File: src/rtl/accum_seq_pkg.sv
// Shared types and default sizes for the burst accumulator.
package accum_seq_pkg;

  localparam int WIDTH_D = 8;
  localparam int CNT_W_D = 4;

  typedef enum logic [1:0] {
    IDLE  = 2'd0,
    ACCUM = 2'd1,
    DONE  = 2'd2
  } state_t;

endpackage

File: src/rtl/accum_seq8_sat_add.sv
// One-step accumulate: WIDTH+1-bit add with optional clamp to all-ones on carry-out.
module sat_add #(
  parameter int WIDTH = 8,
  parameter bit SAT   = 1'b1
) (
  input  logic [WIDTH-1:0] a,
  input  logic [WIDTH-1:0] b,
  output logic [WIDTH-1:0] sum,
  output logic             carry
);

  logic [WIDTH:0] full;

  assign full  = {1'b0, a} + {1'b0, b};
  assign carry = full[WIDTH];
  // An all-ones accumulator plus any non-zero sample carries again, so saturation is self-holding.
  assign sum   = (SAT && carry) ? {WIDTH{1'b1}} : full[WIDTH-1:0];

endmodule

File: src/rtl/accum_seq8.sv
// Burst accumulator: sums N samples over a valid/ready input, then strobes done with the total.
module accum_seq8
  import accum_seq_pkg::*;
#(
  parameter int WIDTH = WIDTH_D,
  parameter int CNT_W = CNT_W_D,
  parameter bit SAT   = 1'b1
) (
  input  logic             clk,
  input  logic             CLR,
  input  logic             start,
  input  logic [CNT_W-1:0] N,
  input  logic             in_valid,
  input  logic [WIDTH-1:0] in_data,
  output logic             in_ready,
  output logic             busy,
  output logic [WIDTH-1:0] result,
  output logic             ovf,
  output logic             done,
  output state_t           dbg_state
);

  // Handshake: a sample transfers on a rising edge where in_valid and in_ready are both high;
  // in_ready depends only on state, and an unaccepted sample must be held by the upstream.
  state_t             state_q, state_d;
  logic [CNT_W-1:0]   cnt_q;
  logic [WIDTH-1:0]   acc_q;
  logic               ovf_int_q;
  logic [WIDTH-1:0]   result_q;
  logic               ovf_q;
  logic [WIDTH-1:0]   add_sum;
  logic               add_carry;
  logic               xfer;
  logic               last_xfer;

  sat_add #(
    .WIDTH (WIDTH),
    .SAT   (SAT)
  ) u_sat_add (
    .a     (acc_q),
    .b     (in_data),
    .sum   (add_sum),
    .carry (add_carry)
  );

  assign xfer      = (state_q == ACCUM) && in_valid;
  assign last_xfer = xfer && (cnt_q == CNT_W'(1));

  always_comb begin
    state_d = state_q;
    case (state_q)
      IDLE: begin
        if (start) state_d = (N == '0) ? DONE : ACCUM;
      end
      ACCUM: begin
        if (last_xfer) state_d = DONE;
      end
      DONE:    state_d = IDLE;
      default: state_d = IDLE;
    endcase
  end

  always_ff @(posedge clk or posedge CLR) begin
    if (CLR) begin
      state_q   <= IDLE;
      cnt_q     <= '0;
      acc_q     <= '0;
      ovf_int_q <= 1'b0;
      result_q  <= '0;
      ovf_q     <= 1'b0;
    end else begin
      state_q <= state_d;
      case (state_q)
        IDLE: begin
          if (start) begin
            cnt_q     <= N;
            acc_q     <= '0;
            ovf_int_q <= 1'b0;
            if (N == '0) begin
              result_q <= '0;
              ovf_q    <= 1'b0;
            end
          end
        end
        ACCUM: begin
          if (xfer) begin
            acc_q     <= add_sum;
            ovf_int_q <= ovf_int_q | add_carry;
            cnt_q     <= cnt_q - CNT_W'(1);
            // Publish on the DONE entry edge so result/ovf are stable while done is high.
            if (last_xfer) begin
              result_q <= add_sum;
              ovf_q    <= ovf_int_q | add_carry;
            end
          end
        end
        default: ;
      endcase
    end
  end

  assign in_ready  = (state_q == ACCUM);
  assign busy      = (state_q != IDLE);
  assign done      = (state_q == DONE);
  assign result    = result_q;
  assign ovf       = ovf_q;
  assign dbg_state = state_q;

endmodule
File: config.mk
export PLATFORM = sky130hd
export DESIGN_NAME = accum_seq8
export DESIGN_NICKNAME = d
export VERILOG_FILES = /design/src/rtl/accum_seq_pkg.sv /design/src/rtl/accum_seq8_sat_add.sv /design/src/rtl/accum_seq8.sv
export SDC_FILE = /design/constraint.sdc
export NUM_CORES = 1
export LEC_CHECK = 0
export CELL_PAD_IN_SITES_DETAIL_PLACEMENT = 1
export CELL_PAD_IN_SITES_GLOBAL_PLACEMENT = 2
export CORE_ASPECT_RATIO = 1.5
export CORE_MARGIN = 2
export CORE_UTILIZATION = 42
export CTS_BUF_LIST = sky130_fd_sc_hd__clkbuf_4 sky130_fd_sc_hd__clkbuf_8
export DETAILED_ROUTE_END_ITERATION = 10
export DONT_BUFFER_PORTS = 1
export PLACE_DENSITY_LB_ADDON = 0.05
export SYNTH_ARGS = -nofsm -noshare
export SYNTH_HDL_FRONTEND = slang
export SYNTH_SLANG_ARGS = --single-unit
File: constraint.sdc
create_clock -name clk -period 6.7 [get_ports clk]
set_clock_uncertainty 0.2 [all_clocks]
set_input_delay 1.34 -clock clk [delete_from_list [all_inputs] [get_ports clk]]
set_output_delay 1.34 -clock clk [all_outputs]
set_load 0.01 [all_outputs]
; ---- Word level (Yosys, flattened, before mapping)
; Cells that the tools add are included.
[op_classes]
n_addsub = 2
n_eq_ne = 7
n_mux = 24
bitwise = 1
n_reduce_logical = 9
[ops]
columns = op, count
row1 = 8-bit two-way mux, 7
row2 = 8-bit case mux with 2 select lines, 2
row3 = 8-bit by 8-bit adder with 9-bit output, 1
row4 = 4-bit two-way mux, 2
row5 = 4-bit case mux with 2 select lines, 1
row6 = 1-bit two-way mux, 6
row7 = 2-bit two-way mux, 3
row8 = 5-bit AND reduction, 1
row9 = "4-bit by 1-bit equality test with 1-bit output, second input constant", 1
row10 = 4-bit logical NOT, 1
row11 = "2-bit by 1-bit != test with 1-bit output, second input constant", 2
row12 = "2-bit != test, second input constant", 2
row13 = 1-bit case mux with 2 select lines, 2
row14 = 2-bit case mux with 2 select lines, 1
row15 = 2-bit nonzero test, 2
row16 = "4-bit by 1-bit subtractor with 4-bit output, second input constant", 1
row17 = 3-bit AND reduction, 1
row18 = "2-bit by 1-bit equality test with 1-bit output, second input constant", 1
row19 = "2-bit equality test, second input constant", 1
row20 = 1-bit logical AND, 2
row21 = 2-bit logical NOT, 1
row22 = 2-bit AND reduction, 1
row23 = 1-bit bitwise OR, 1
[totals]
register_bits = 24
in_bits = 16
out_inout_bits = 14
wordCells = 49

; ---- Logic depth before layout (Yosys ltp)
[depth]
word_depth = 6
depth_mapped = 9
ltp_nobuf = 8

; ---- By module
; Synthesis repeated with hierarchy kept, for this count alone.
[hier_totals]
cells_unflattened = 176
hier_area_um2 = 1639.1
[by_module_without_submodules]
columns = mod, n_inst, cells_each, area_per_inst_um2, seq_area_each_um2
row1 = accum_seq8, 1, 127, 1251.2, 600.6
row2 = sat_add, 1, 49, 387.9, 0.0

; ---- Worst setup path after synthesis
; OpenSTA, ideal clock, no wires.
[synth_timing]
path_kind = input-to-reg
start = in in_data[0]
end = reg result_q[2], in the netlist result[2]
setup_time_ns = 0.125
arrival_time_ns = 3.097
required_ns = 6.375
path_slack_ns = 3.278
cell_stages = 8
path_buffers = 0
cell_sequence = ha_1 > fa_1 > a21o_1 > a21oi_2 > o21ai_2 > a31o_4 > o21a_1 > mux2_2
[synth_via]
elab_chain_len = 5
[synth_rtl]
columns = item, line_no
row1 = start: declaration, accum_seq8.sv:14  ; input logic [WIDTH-1:0] in_data,
row2 = 8-bit by 8-bit adder with 9-bit output, accum_seq8_sat_add.sv:14  ; assign full = {1'b0, a} + {1'b0, b};
row3 = 8-bit two-way mux, accum_seq8_sat_add.sv:17  ; assign sum = (SAT && carry) ? {WIDTH{1'b1}} : full[WIDTH-1:0];
row4 = 8-bit two-way mux, accum_seq8.sv:91  ; if (last_xfer) begin
row5 = 8-bit two-way mux, accum_seq8.sv:86  ; if (xfer) begin
row6 = 8-bit case mux with 2 select lines, accum_seq8.sv:73  ; case (state_q)
row7 = end signal: assignment, accum_seq8.sv:92  ; result_q <= add_sum;
row8 = end: declaration, accum_seq8.sv:29  ; logic [WIDTH-1:0] result_q;
; Every way passes these cells. The select of a mux whose other input is x is not followed.
; A chain may end at the register's enable or synchronous reset.

; ---- Worst setup path in the final report
; Same ends and word-level chain as after synthesis.

==> results.toml <==
[run_status]
status = "finished clean"

[timing]
slew_headroom_pct = 38.2
rsz0062_at_grt = "no"
setup_viol = 0
fin_tns_setup_ns = 0
min_period_ns = 3.29
hold_viol_final = 0
holdWs_ns = 0.297
tightest_slew_ns = 0.926
post-route-period-util_pct = 49.2
fmax_ghz = 0.304
maxSlewViolCount = 0

[cells_and_area]
antenna_cells = 0
nets = 175
final_area_sq_um = 1460
syn_to_final_growth_pct = 6.47
multi_input_area_sq_um = 733
fillers = 374
seq_area_sq_um = 601
drive_gt1_share_pct = 8.84

[clock_network]
clock-sinks = 24
post_cts_resized = 0
clock_path_buffers = 2
clk_pin_slew_ns = 0.09
cts_root_buffer = "clkbuf_8"
htree_levels = 1
cts_buffers = 3
cts_hold_buf = 0
post_cts_buffers = 0
cts_tree = "built"
worstSkewPairLatency_ns = 0.27

[routing]
drt_iter0_markers = 20
wl_per_cell_microns = 18.5
viasPerCell = 5.66
drtAntennaViolNets = 0
drc = 0
wl_microns = 3450
firstDrtPassIters = 4
route.vias.total = 1059

[setup_path]
cp_max_fo = 9
required_ns = 6.65
crit_family = "compound AO/OA/AOI/OAI gates"
start_kind = "primary input"
critPathKind = "primary input to register"
cpMaxStageDelayCell = "fa_1"
cp_num_buf_inv = 0
worstPathArrival_ns = 3.25
path_cells = "ha_1 > fa_1 > a21o_1 > a21oi_2 > o21ai_2 > a31o_4 > o21a_1 > mux2_2"
cpPeakStageDelay_ns = 0.42
crit_path_end_kind = "register"

[place]
gp_congestion = 0.840
io_buffers = 0
dpl.hpwl_microns = 2700
postPlaceCellArea_sq_um = 1410

[power_and_ir_drop]
p_leak_nw = 0.680
ir_worst_vdd_mv = 0.256
p_per_area_nw_per_um2 = 513
fin_total_pwr_mw = 0.749

[job]
max-cap-violations = 0

[die]
coreArea_sq_um = 3130
die-width_microns = 50.7
io_pins = 30
row_count = 25
initial_core_util_pct = 43.9
die_height_microns = 74.0
fp.dieArea_sq_um = 3750

[global_route]
grt_pass1_wl_microns = 5550
grt_max_degree = 25
antenna_found_initial = 0
grt_pass1_vias = 1202
grt_usage_pct = 20.5
overflow = 0

[synthesis]
synth_cells = 147
synth_seq_area_share_pct = 43.8
syn_avg_cell_area_sq_um = 9.34
synthArstFlopShare_pct = 100
synth.distinct_cells = 31
synth_nets = 174
ys_warn_count = 0
ys_ff_latch = 24
syn-cell-area_sq_um = 1370
yosys_most_used_dff = "dfrtp_1"
synth_edf_count = 0

[worst_hold_path]
holdCritPathClass = "register to register"
## kinds of logic after synthesis
group                    share of synthesized area [%]
AO/OA/AOI/OAI                                     21.5
flip-flops                                        43.8
adder cells (fa/ha/maj)                           10.6
AND/OR/NAND/NOR                                   14.9
XOR/XNOR                                          3.19
buffers and inverters                             2.83
multiplexers                                      3.28
## cells in the final DEF, fill, tap and decap left out, types with 3 or more instances in the layout
cell      count
dfrtp_1      24
nand2_1      21
o21ai_0      21
a21oi_1      10
ha_1         10
nor2_1        7
inv_1         6
a21o_1        5
nor3_1        4
xnor2_1       4
nand2b_1      4
mux2_2        4
clkbuf_8      4
nand3_1       3
## metal layers
metal	share of wire (%)	vias up	GRT usage [%]
li1	-	521	-
met1	38	510	20.9
met2	57	22	40.2
met3	3.0	6	3.21
met4	1.8	0	9.31
met5	0	-	0
## final timing paths
path	from	slack, ns	depth (start not counted)	to
setup / recovery	in_data[0]	3.41	8	result[2]
hold / removal	acc_q[0]	0.30	2	acc_q[0]
setup reg to reg	acc_q[0]	4.09	8	result[2]
hold reg to reg	acc_q[0]	0.30	2	acc_q[0]
max in group asynchronous	CLR	4.77	1	result[3]
min in group asynchronous	CLR	0.96	1	cnt_q[0]
## cells in the mapped netlist (2+ instances only)
library cell	n	area share [%]
clkbuf_1	3	0.82
a22oi_1	2	1.1
mux2_2	4	3.3
inv_1	6	1.6
or2_2	2	0.91
dfrtp_1	24	44
a21o_1	5	2.7
o21ai_0	21	7.7
nand3_1	3	1.1
nor2b_1	2	0.91
nor2_1	7	1.9
a21oi_1	10	3.6
nand2b_1	4	1.8
nor3_1	4	1.5
ha_1	10	9.1
nand2_1	21	5.7
xnor2_1	4	2.6
o21a_1	2	1.1
## final cells by class
type                    instances  share of cell area (%)
well taps                      40                    3.42
clock buffers                   4                    3.77
flip-flops and latches         24                    41.1
multi-input cells             113                    50.2
inverters                       6                    1.54
## report_power, final
part / switching [mW] / internal [mW]
Combinational: 0.216 / 0.155
Sequential: 0.0662 / 0.213
Clock: 0.0464 / 0.0525
Total: 0.329 / 0.420
## through the flow
step	instances	worst slack (ns)	utilization [%]
floorplan	147	3.28	-
global placement	183	3.20	45.0
detailed placement	183	3.14	45.0
CTS	187	3.40	46.7
global route	187	3.29	46.7
finish	187	3.41	46.7
## sequential cells by signal (all words and copies together), names as in the netlist
register   count
acc_q          8
result         8
ovf_int_q      1
cnt_q          4
dbg_state      2
ovf            1
## worst register-to-register path: stages, from the launching register on
cell     delay [ns]
dfrtp_1        0.39
ha_1           0.23
fa_1           0.42
a21o_1         0.21
a21oi_2        0.19
o21ai_2        0.10
a31o_4         0.29
o21a_1         0.20
mux2_2         0.26
Power figures use the tool's default switching activity.
